File: src/rtl/booth_seq_mult.sv
// Sequential radix-2 Booth signed multiplier: one WIDTHxWIDTH product per start,
// WIDTH iteration cycles, result split into HI/LO words that hold until the next op completes.
module booth_seq_mult #(
    parameter int WIDTH = 32
) (
    input  logic             clk,
    input  logic             rst,
    input  logic             start,
    input  logic [WIDTH-1:0] multiplicand,
    input  logic [WIDTH-1:0] multiplier,
    output logic             busy,
    output logic             done,
    output logic [WIDTH-1:0] result_hi,
    output logic [WIDTH-1:0] result_lo
);

    localparam int CNT_W = $clog2(WIDTH + 1);

    typedef enum logic {
        S_IDLE,
        S_RUN
    } state_t;

    state_t             state_q, state_d;
    logic [WIDTH-1:0]   m_q, m_d;
    logic [WIDTH:0]     a_q, a_d;
    logic [WIDTH-1:0]   qreg_q, qreg_d;
    logic               q1_q, q1_d;
    logic [CNT_W-1:0]   cnt_q, cnt_d;
    logic               done_q, done_d;
    logic [WIDTH-1:0]   hi_q, hi_d;
    logic [WIDTH-1:0]   lo_q, lo_d;

    logic [WIDTH:0]     m_ext;
    logic [WIDTH:0]     sum;

    // The extra accumulator bit keeps A - (-2^(WIDTH-1)) representable.
    assign m_ext = {m_q[WIDTH-1], m_q};

    always_comb begin
        state_d = state_q;
        m_d     = m_q;
        a_d     = a_q;
        qreg_d  = qreg_q;
        q1_d    = q1_q;
        cnt_d   = cnt_q;
        done_d  = 1'b0;
        hi_d    = hi_q;
        lo_d    = lo_q;
        sum     = a_q;

        case (state_q)
            S_IDLE: begin
                if (start) begin
                    m_d     = multiplicand;
                    a_d     = '0;
                    qreg_d  = multiplier;
                    q1_d    = 1'b0;
                    cnt_d   = CNT_W'(WIDTH);
                    state_d = S_RUN;
                end
            end
            S_RUN: begin
                case ({qreg_q[0], q1_q})
                    2'b01:   sum = a_q + m_ext;
                    2'b10:   sum = a_q - m_ext;
                    default: sum = a_q;
                endcase
                // Arithmetic right shift of the concatenation {A, Qreg, q_1}.
                a_d    = {sum[WIDTH], sum[WIDTH:1]};
                qreg_d = {sum[0], qreg_q[WIDTH-1:1]};
                q1_d   = qreg_q[0];
                cnt_d  = cnt_q - CNT_W'(1);
                if (cnt_q == CNT_W'(1)) begin
                    state_d = S_IDLE;
                    done_d  = 1'b1;
                    hi_d    = a_d[WIDTH-1:0];
                    lo_d    = qreg_d;
                end
            end
            default: state_d = S_IDLE;
        endcase
    end

    always_ff @(posedge clk) begin
        if (rst) begin
            state_q <= S_IDLE;
            m_q     <= '0;
            a_q     <= '0;
            qreg_q  <= '0;
            q1_q    <= 1'b0;
            cnt_q   <= '0;
            done_q  <= 1'b0;
            hi_q    <= '0;
            lo_q    <= '0;
        end else begin
            state_q <= state_d;
            m_q     <= m_d;
            a_q     <= a_d;
            qreg_q  <= qreg_d;
            q1_q    <= q1_d;
            cnt_q   <= cnt_d;
            done_q  <= done_d;
            hi_q    <= hi_d;
            lo_q    <= lo_d;
        end
    end

    assign busy      = (state_q == S_RUN);
    assign done      = done_q;
    assign result_hi = hi_q;
    assign result_lo = lo_q;

endmodule

File: config.mk
export PLATFORM = sky130hd
export DESIGN_NAME = booth_seq_mult
export DESIGN_NICKNAME = d
export VERILOG_FILES = /design/src/rtl/booth_seq_mult.sv
export SDC_FILE = /design/constraint.sdc
export NUM_CORES = 1
export LEC_CHECK = 0
export CORE_MARGIN = 4
export CORE_UTILIZATION = 39
export DETAILED_ROUTE_END_ITERATION = 6
export SETUP_SLACK_MARGIN = 0.05
export SLEW_MARGIN = 15
export SYNTH_ARGS = -nofsm -noshare
export SYNTH_HDL_FRONTEND = slang
export SYNTH_SLANG_ARGS = --single-unit
File: constraint.sdc
create_clock -name clk -period 3.55 [get_ports clk]
set_input_delay 0.71 -clock clk [delete_from_list [all_inputs] [get_ports clk]]
set_output_delay 0.71 -clock clk [all_outputs]
set_load 0.01 [all_outputs]
==> flow_summary.yaml, run 1 <==
logic_synthesis:
  synth-seq-cells: 169
  yosysUniqueCellTypes: 70
  yosysSeqAreaShare: 0.362
  syn_avg_cell_area_um2: 7.71
  synth_top_area_share: 0.362
  syn_nets: 1315
  synth_largest_area_cell: "dfxtp_1"
  async_flop_share: 0
  synth_edf_count: 0
  ys_warn_count: 0
  synthCells: 1211
  syn-cell-area_um2: 9330
  synth_area_leaders: "dfxtp_1 36%, a21oi_1 9.2%, nand2_1 7.5%"
  synth_flop_cell: "dfxtp_1"
clocking:
  cts_sinks: 169
  clock_latency_ns: 0.44
  root_buffer: "clkbuf_16"
  cts_buffer_depth: 2
  cts-buffers-inserted: 17
  cts_max_level: 4
  clk_pin_slew_ns: 0.08
  ctsHoldBuffers: 0
  cts_tree: "done"
drt:
  drtIter0Drc: 418
  wire_per_inst_um: 15.5
  vias: 9127
  dr.pass1.iters: 5
  drt-total-wl_um: 27500
  via_per_inst: 5.14
  drc: 0
  detail-route-antenna-nets: 0
floorplan:
  fp.dieArea_um2: 26500
  core.rowCount: 56
  core_area_um2: 23500
  ioPinCount: 133
  start_util: 0.396
  dieWidth_um: 163
  die_h_um: 163
final_layout:
  fin_nets: 1548
  fin_cells: 1776
  antenna-diode-count: 0
  syn_to_final_growth_pct: 42.0
  layout-drive-gt1-share: 0.229
  stdcell_area_um2: 13300
grt:
  grt_pass1_vias: 9061
  antenna_found_initial: 0
  overflow: 0
  grt_use_total: 0.207
  grt_max_degree: 96
  grt_pass1_wl_um: 45100
placed_design:
  dp_hpwl_um: 19500
  place_area_um2: 11900
  placedCellCount: 1721
  gp_congestion: 0.899
  portBuffers: 132
sta:
  final-hold-violation-count: 0
  tightest_slew_ns: 0.807
  slew_headroom: 0.462
  fin_ws_ns: -0.340
  max_freq_mhz: 257
  timing.final.crit_share: 1.10
  setup_violations: 32
  clock_skew_ns: 0.0139
  holdWs_ns: 0.455
  slew_viol_final: 0
  fin_crit_ns: 3.89
  rsz0062_at_grt: "true"
worst_hold_path:
  hp-class: "register to register"
setup_path:
  endpoint_kind: "register"
  critPathArrivalTime_ns: 4.23
  criticalPathCategory: "register to register"
  crit_required_ns: 3.90
  startpoint_type: "register"
  critPathMaxFanout: 5
job:
  max_cap_viol_count: 0
power_and_ir_drop:
  p_switching_w: 0.00183
  p_leak_nw: 5.17
  ir_worst_vdd_uv: 250
  intPower_w: 0.00375
  power_frac_clock: 0.336
  power.density_nw_per_um2: 421
  pwr-share-comb: 0.295
  p_sw_frac: 0.328
  pwr-share-seq: 0.369
run_status:
  status: "finished, violations left"
  violations: "setup timing"
## registers in the layout (all words and copies together), names as in the netlist
signal / count
a_q: 32
busy: 1
cnt_q: 6
done: 1
m_q: 32
q1_q: 1
qreg_q: 32
result_hi: 32
result_lo: 32
## worst paths after layout
| check | from | endpoint | slack (ns) | cells past startpoint |
|---|---|---|---|---|
| worst max-delay path | m_q[2]$_SDFFE_PP0P_ | result_hi[22]$_SDFFE_PP0P_ | -0.34 | 16 |
| worst min-delay path | result_lo[1]$_SDFFE_PP0P_ | result_lo[1]$_SDFFE_PP0P_ | 0.45 | 2 |
| worst max register to register | m_q[2]$_SDFFE_PP0P_ | result_hi[22]$_SDFFE_PP0P_ | -0.34 | 16 |
| worst min register to register | result_lo[1]$_SDFFE_PP0P_ | result_lo[1]$_SDFFE_PP0P_ | 0.45 | 2 |
## cell type report
class,instances,area (um2)
clock buffers,17,425
clock inverters,15,171
fillers,2242,10300
inverters,27,101
multi-input cells,925,6080
flip-flops and latches,169,3390
well taps,319,399
repair buffers,304,2680
## timing repair
| item | in CTS | in global routing |
|---|---|---|
| resized for setup | 87 | 51 |
| pin swaps | 55 | 38 |
| buffers inserted | 17 | 9 |
| endpoints found under the setup margin | 44 | 48 |
## worst max-delay path, stage by stage, from the launching register on
cell	delay (ns)
dfxtp_2	0.32
or3_4	0.37
buf_4	0.14
and4bb_1	0.31
a21oi_1	0.10
xnor2_1	0.32
ha_4	0.30
a21oi_4	0.20
o221ai_2	0.12
a221o_1	0.35
a21oi_2	0.16
a21bo_4	0.25
a21o_1	0.20
buf_6	0.13
xnor2_2	0.13
nand2_1	0.10
a311oi_1	0.29
## cells by family (layout without fill, tap and decap cells)
group	Yosys count	in the layout	synth area share
and+or+nand+nor	474	474	0.228
DFF	169	169	0.362
adders and majority gates	37	37	0.0504
xor gates and xnor gates	47	47	0.0441
AOI/OAI and AO/OA	317	317	0.209
buffers and inverters	117	363	0.0500
muxes	50	50	0.0562
## power by group through the flow
stage	Sequential (W)	Clock (W)	Combinational (W)
floorplan	0.00208	0	0.000884
global placement	0.00210	0	0.00143
detailed placement	0.00210	0	0.00144
CTS	0.00205	0.00192	0.00157
global route	0.00207	0.00200	0.00180
finish	0.00206	0.00187	0.00164
## Yosys cell counts, types with 6 or more instances
cell      count
nand3b_1      6
a211oi_1     20
xnor2_1      40
a31oi_1       8
nor2_1      160
mux2i_1      43
a311oi_1     12
nand2b_1     13
dfxtp_1     169
a21o_1       19
nand3_1      11
o21ai_0      35
nor3b_1      15
ha_1         36
inv_1        27
a21oi_1     172
nor3_1       31
xor2_1        7
nand2_1     186
clkbuf_1     75
buf_1         8
and3_1        6
nor2b_1      17
## stage by stage
stage                     TNS, ns  power [W]  setup WS (ns)   util
after floorplan            -0.566    0.00296         -0.206      -
after global placement      -5.62    0.00353         -0.302  0.506
after detailed placement    -7.69    0.00354         -0.361  0.506
after CTS                   -5.50    0.00555         -0.296  0.550
after global routing       -13.74    0.00587         -0.537  0.563
final                       -5.19    0.00557         -0.340  0.563
## placed cells by master, fill, tap and decap left out, types with 9 or more instances in the layout
cell             netlist  routed
a21oi_1              172     152
nor3_1                31      28
xnor2_1               40      34
nor2b_1               17      16
nor2_1               160     154
nor3b_1               15      15
nand2b_1              13      12
a21oi_2                2      20
mux2i_1               43      42
a211oi_1              20      14
ha_1                  36      31
a21o_1                19      18
buf_4                  0     157
a311oi_1              12       9
dfxtp_1              169     167
o21ai_2                0      13
buf_6                  3      14
o21ai_0               35      17
clkdlybuf4s50_1        0     130
inv_1                 27      25
clkbuf_16              0      17
nand2_1              186     183
## per-layer routing
| layer | wire length, um | vias to the layer above | global-route usage |
|---|---|---|---|
| met5 | 0 | - | 0 |
| met4 | 567 | 0 | 0.0518 |
| met3 | 816 | 32 | 0.0329 |
| met2 | 14000 | 148 | 0.373 |
| met1 | 12200 | 4289 | 0.257 |
| li1 | - | 4658 | - |
Note: power is estimated with default switching activity, not from simulation.
==> inputs of run 2 (changes only) <==
--- a/config.mk
+++ b/config.mk
@@ -8,6 +8,8 @@
 export CORE_MARGIN = 4
 export CORE_UTILIZATION = 39
 export DETAILED_ROUTE_END_ITERATION = 6
+export GPL_TIMING_DRIVEN = 0
+export MAX_ROUTING_LAYER = met4
 export SETUP_SLACK_MARGIN = 0.05
 export SLEW_MARGIN = 15
 export SYNTH_ARGS = -nofsm -noshare
==> run 2 against run 1 <==
Against the previous run: the flow still finishes with violations (setup timing); utilization fell by 1.8 points; sequential share of layout area rose by 0.90 points; final area fell by 3.3%; global-route usage rose by 3.0 points.
==> flow_summary.yaml, run 2 (synthesis gave the netlist of run 1 again) <==
run_status:
  status: "finished, violations left"
  violations: "setup timing"
sta:
  final-hold-violation-count: 0
  rsz0062_at_grt: "true"
  timing.final.crit_share: 1.13
  setup_violations: 42
  slew_headroom: 0.429
  clock_skew_ns: 0.00690
  max_freq_mhz: 250
  tightest_slew_ns: 0.857
  fin_ws_ns: -0.454
  slew_viol_final: 0
  fin_crit_ns: 4.00
final_layout:
  fin_nets: 1508
  ff_latch_area_um2: 3390
  layout-drive-gt1-share: 0.179
  fin_cells: 1736
  antenna-diode-count: 0
  multi_input_area_um2: 6230
  layout_commonest_cell: "nand2_1"
  fin_util: 0.544
  nFillCells: 2268
  syn_to_final_growth_pct: 37.3
  final_cell_mix: "179 x nand2_1, 164 x dfxtp_1, 153 x nor2_1, 151 x a21oi_1, 130 x clkdlybuf4s50_1"
clocking:
  cts_buffer_depth: 2
  cts_max_level: 4
  cts_tree: "done"
  ctsHoldBuffers: 0
  cts-buffers-inserted: 17
  root_buffer: "clkbuf_16"
  cts_sinks: 169
  clock_latency_ns: 0.44
  clk_pin_slew_ns: 0.08
floorplan:
  dieWidth_um: 163
  start_util: 0.396
  die_h_um: 163
  fp.dieArea_um2: 26500
  core.rowCount: 56
  ioPinCount: 133
  core_area_um2: 23500
placed_design:
  gp_congestion: 0.958
  dp_hpwl_um: 22600
  dpl_worst_slack_ns: -0.693
  placedCellCount: 1660
  portBuffers: 130
drt:
  dr.pass1.iters: 6
  drc: 0
  detail-route-antenna-nets: 0
  wire_per_inst_um: 18.0
  drtIter0Drc: 621
  drt-total-wl_um: 31200
  vias: 9489
  via_per_inst: 5.47
setup_path:
  critPathArrivalTime_ns: 4.35
  regToRegSetupSlack_ns: -0.45
  endpoint_kind: "register"
  criticalPathCategory: "register to register"
  crit_required_ns: 3.89
  startpoint_type: "register"
  critPathMaxFanout: 4
power_and_ir_drop:
  p_leak_nw: 4.73
  ir_worst_vdd_uv: 333
  power.density_nw_per_um2: 431
grt:
  antenna_found_initial: 0
  overflow: 0
  grt_use_total: 0.237
  grt_pass1_vias: 9144
  grt_pass1_wl_um: 48500
  grt_max_degree: 20
worst_hold_path:
  hp-class: "register to register"
job:
  max_cap_viol_count: 0
[run 2: changes by cell type in the layout (fill, tap and decap cells not counted), moves of 4 or more]
cell | before | now
nand2_2 | 2 | 6
a211oi_2 | 7 | 11
buf_6 | 14 | 9
clkbuf_1 | 0 | 61
buf_4 | 157 | 47
nand2_1 | 183 | 179
buf_1 | 0 | 8
[run 2: final timing paths]
kind / from / endpoint / depth (start not counted)
setup / recovery: m_q[4]$_SDFFE_PP0P_ / a_q[22]$_SDFFE_PP0P_ / 17
setup reg to reg: m_q[4]$_SDFFE_PP0P_ / a_q[22]$_SDFFE_PP0P_ / 17
hold / removal: result_lo[18]$_SDFFE_PP0P_ / result_lo[18]$_SDFFE_PP0P_ / 2
hold reg to reg: result_lo[18]$_SDFFE_PP0P_ / result_lo[18]$_SDFFE_PP0P_ / 2
[run 2: per-stage QoR]
stage               power [W]  cell area (um2)  TNS (ns)  hold slack, ns
finish                0.00552            12800    -10.70           0.455
global route          0.00576            12800    -18.54           0.469
CTS                   0.00539            12400    -10.78           0.458
detailed placement    0.00333            11100    -24.07           0.449
global placement      0.00332            11100    -23.32           0.443
floorplan             0.00296             9440    -0.566           0.441
[run 2: critical path, stage by stage, from the launching register on]
cell	delay (ns)
dfxtp_2	0.32
or3_4	0.37
or3_4	0.39
nor3_4	0.14
and2_4	0.21
a31oi_4	0.10
xnor2_2	0.15
ha_1	0.28
clkbuf_8	0.14
and3_4	0.17
a221o_1	0.32
a21oi_2	0.16
a21bo_4	0.26
a21o_1	0.20
buf_6	0.13
xnor2_2	0.11
nand2_1	0.11
a311oi_1	0.33
[run 2: repair_timing]
action                     in CTS  in global routing
buffers inserted               37                 15
pin swaps                      60                 47
resized for setup             100                 79
gates cloned                    0                  0
setup endpoints to repair      53                 52
[run 2: routing by layer]
layer / track usage / up-vias / share of wire
li1: - / 4592 / -
met1: 0.313 / 4551 / 0.45
met2: 0.374 / 282 / 0.47
met3: 0.0329 / 64 / 0.051
met4: 0.0812 / 0 / 0.032
met5: - / - / 0
[run 2: area by class of cell]
cell class	count	share of cell area
flip-flops and latches	169	0.265
multi-input cells	925	0.486
well taps	319	0.0311
clock buffers	17	0.0332
plain buffers	83	0.0306
inverters	27	0.00791
repair buffers	181	0.133
clock inverters	15	0.0136
[run 2: where the power goes]
| part | total, W | internal, W | switching, W | leakage (nW) |
|---|---|---|---|---|
| clock network | 0.00190 | 0.000952 | 0.000947 | 0.293 |
| logic | 0.00157 | 0.000693 | 0.000874 | 3.06 |
| registers | 0.00206 | 0.00197 | 0.0000811 | 1.38 |
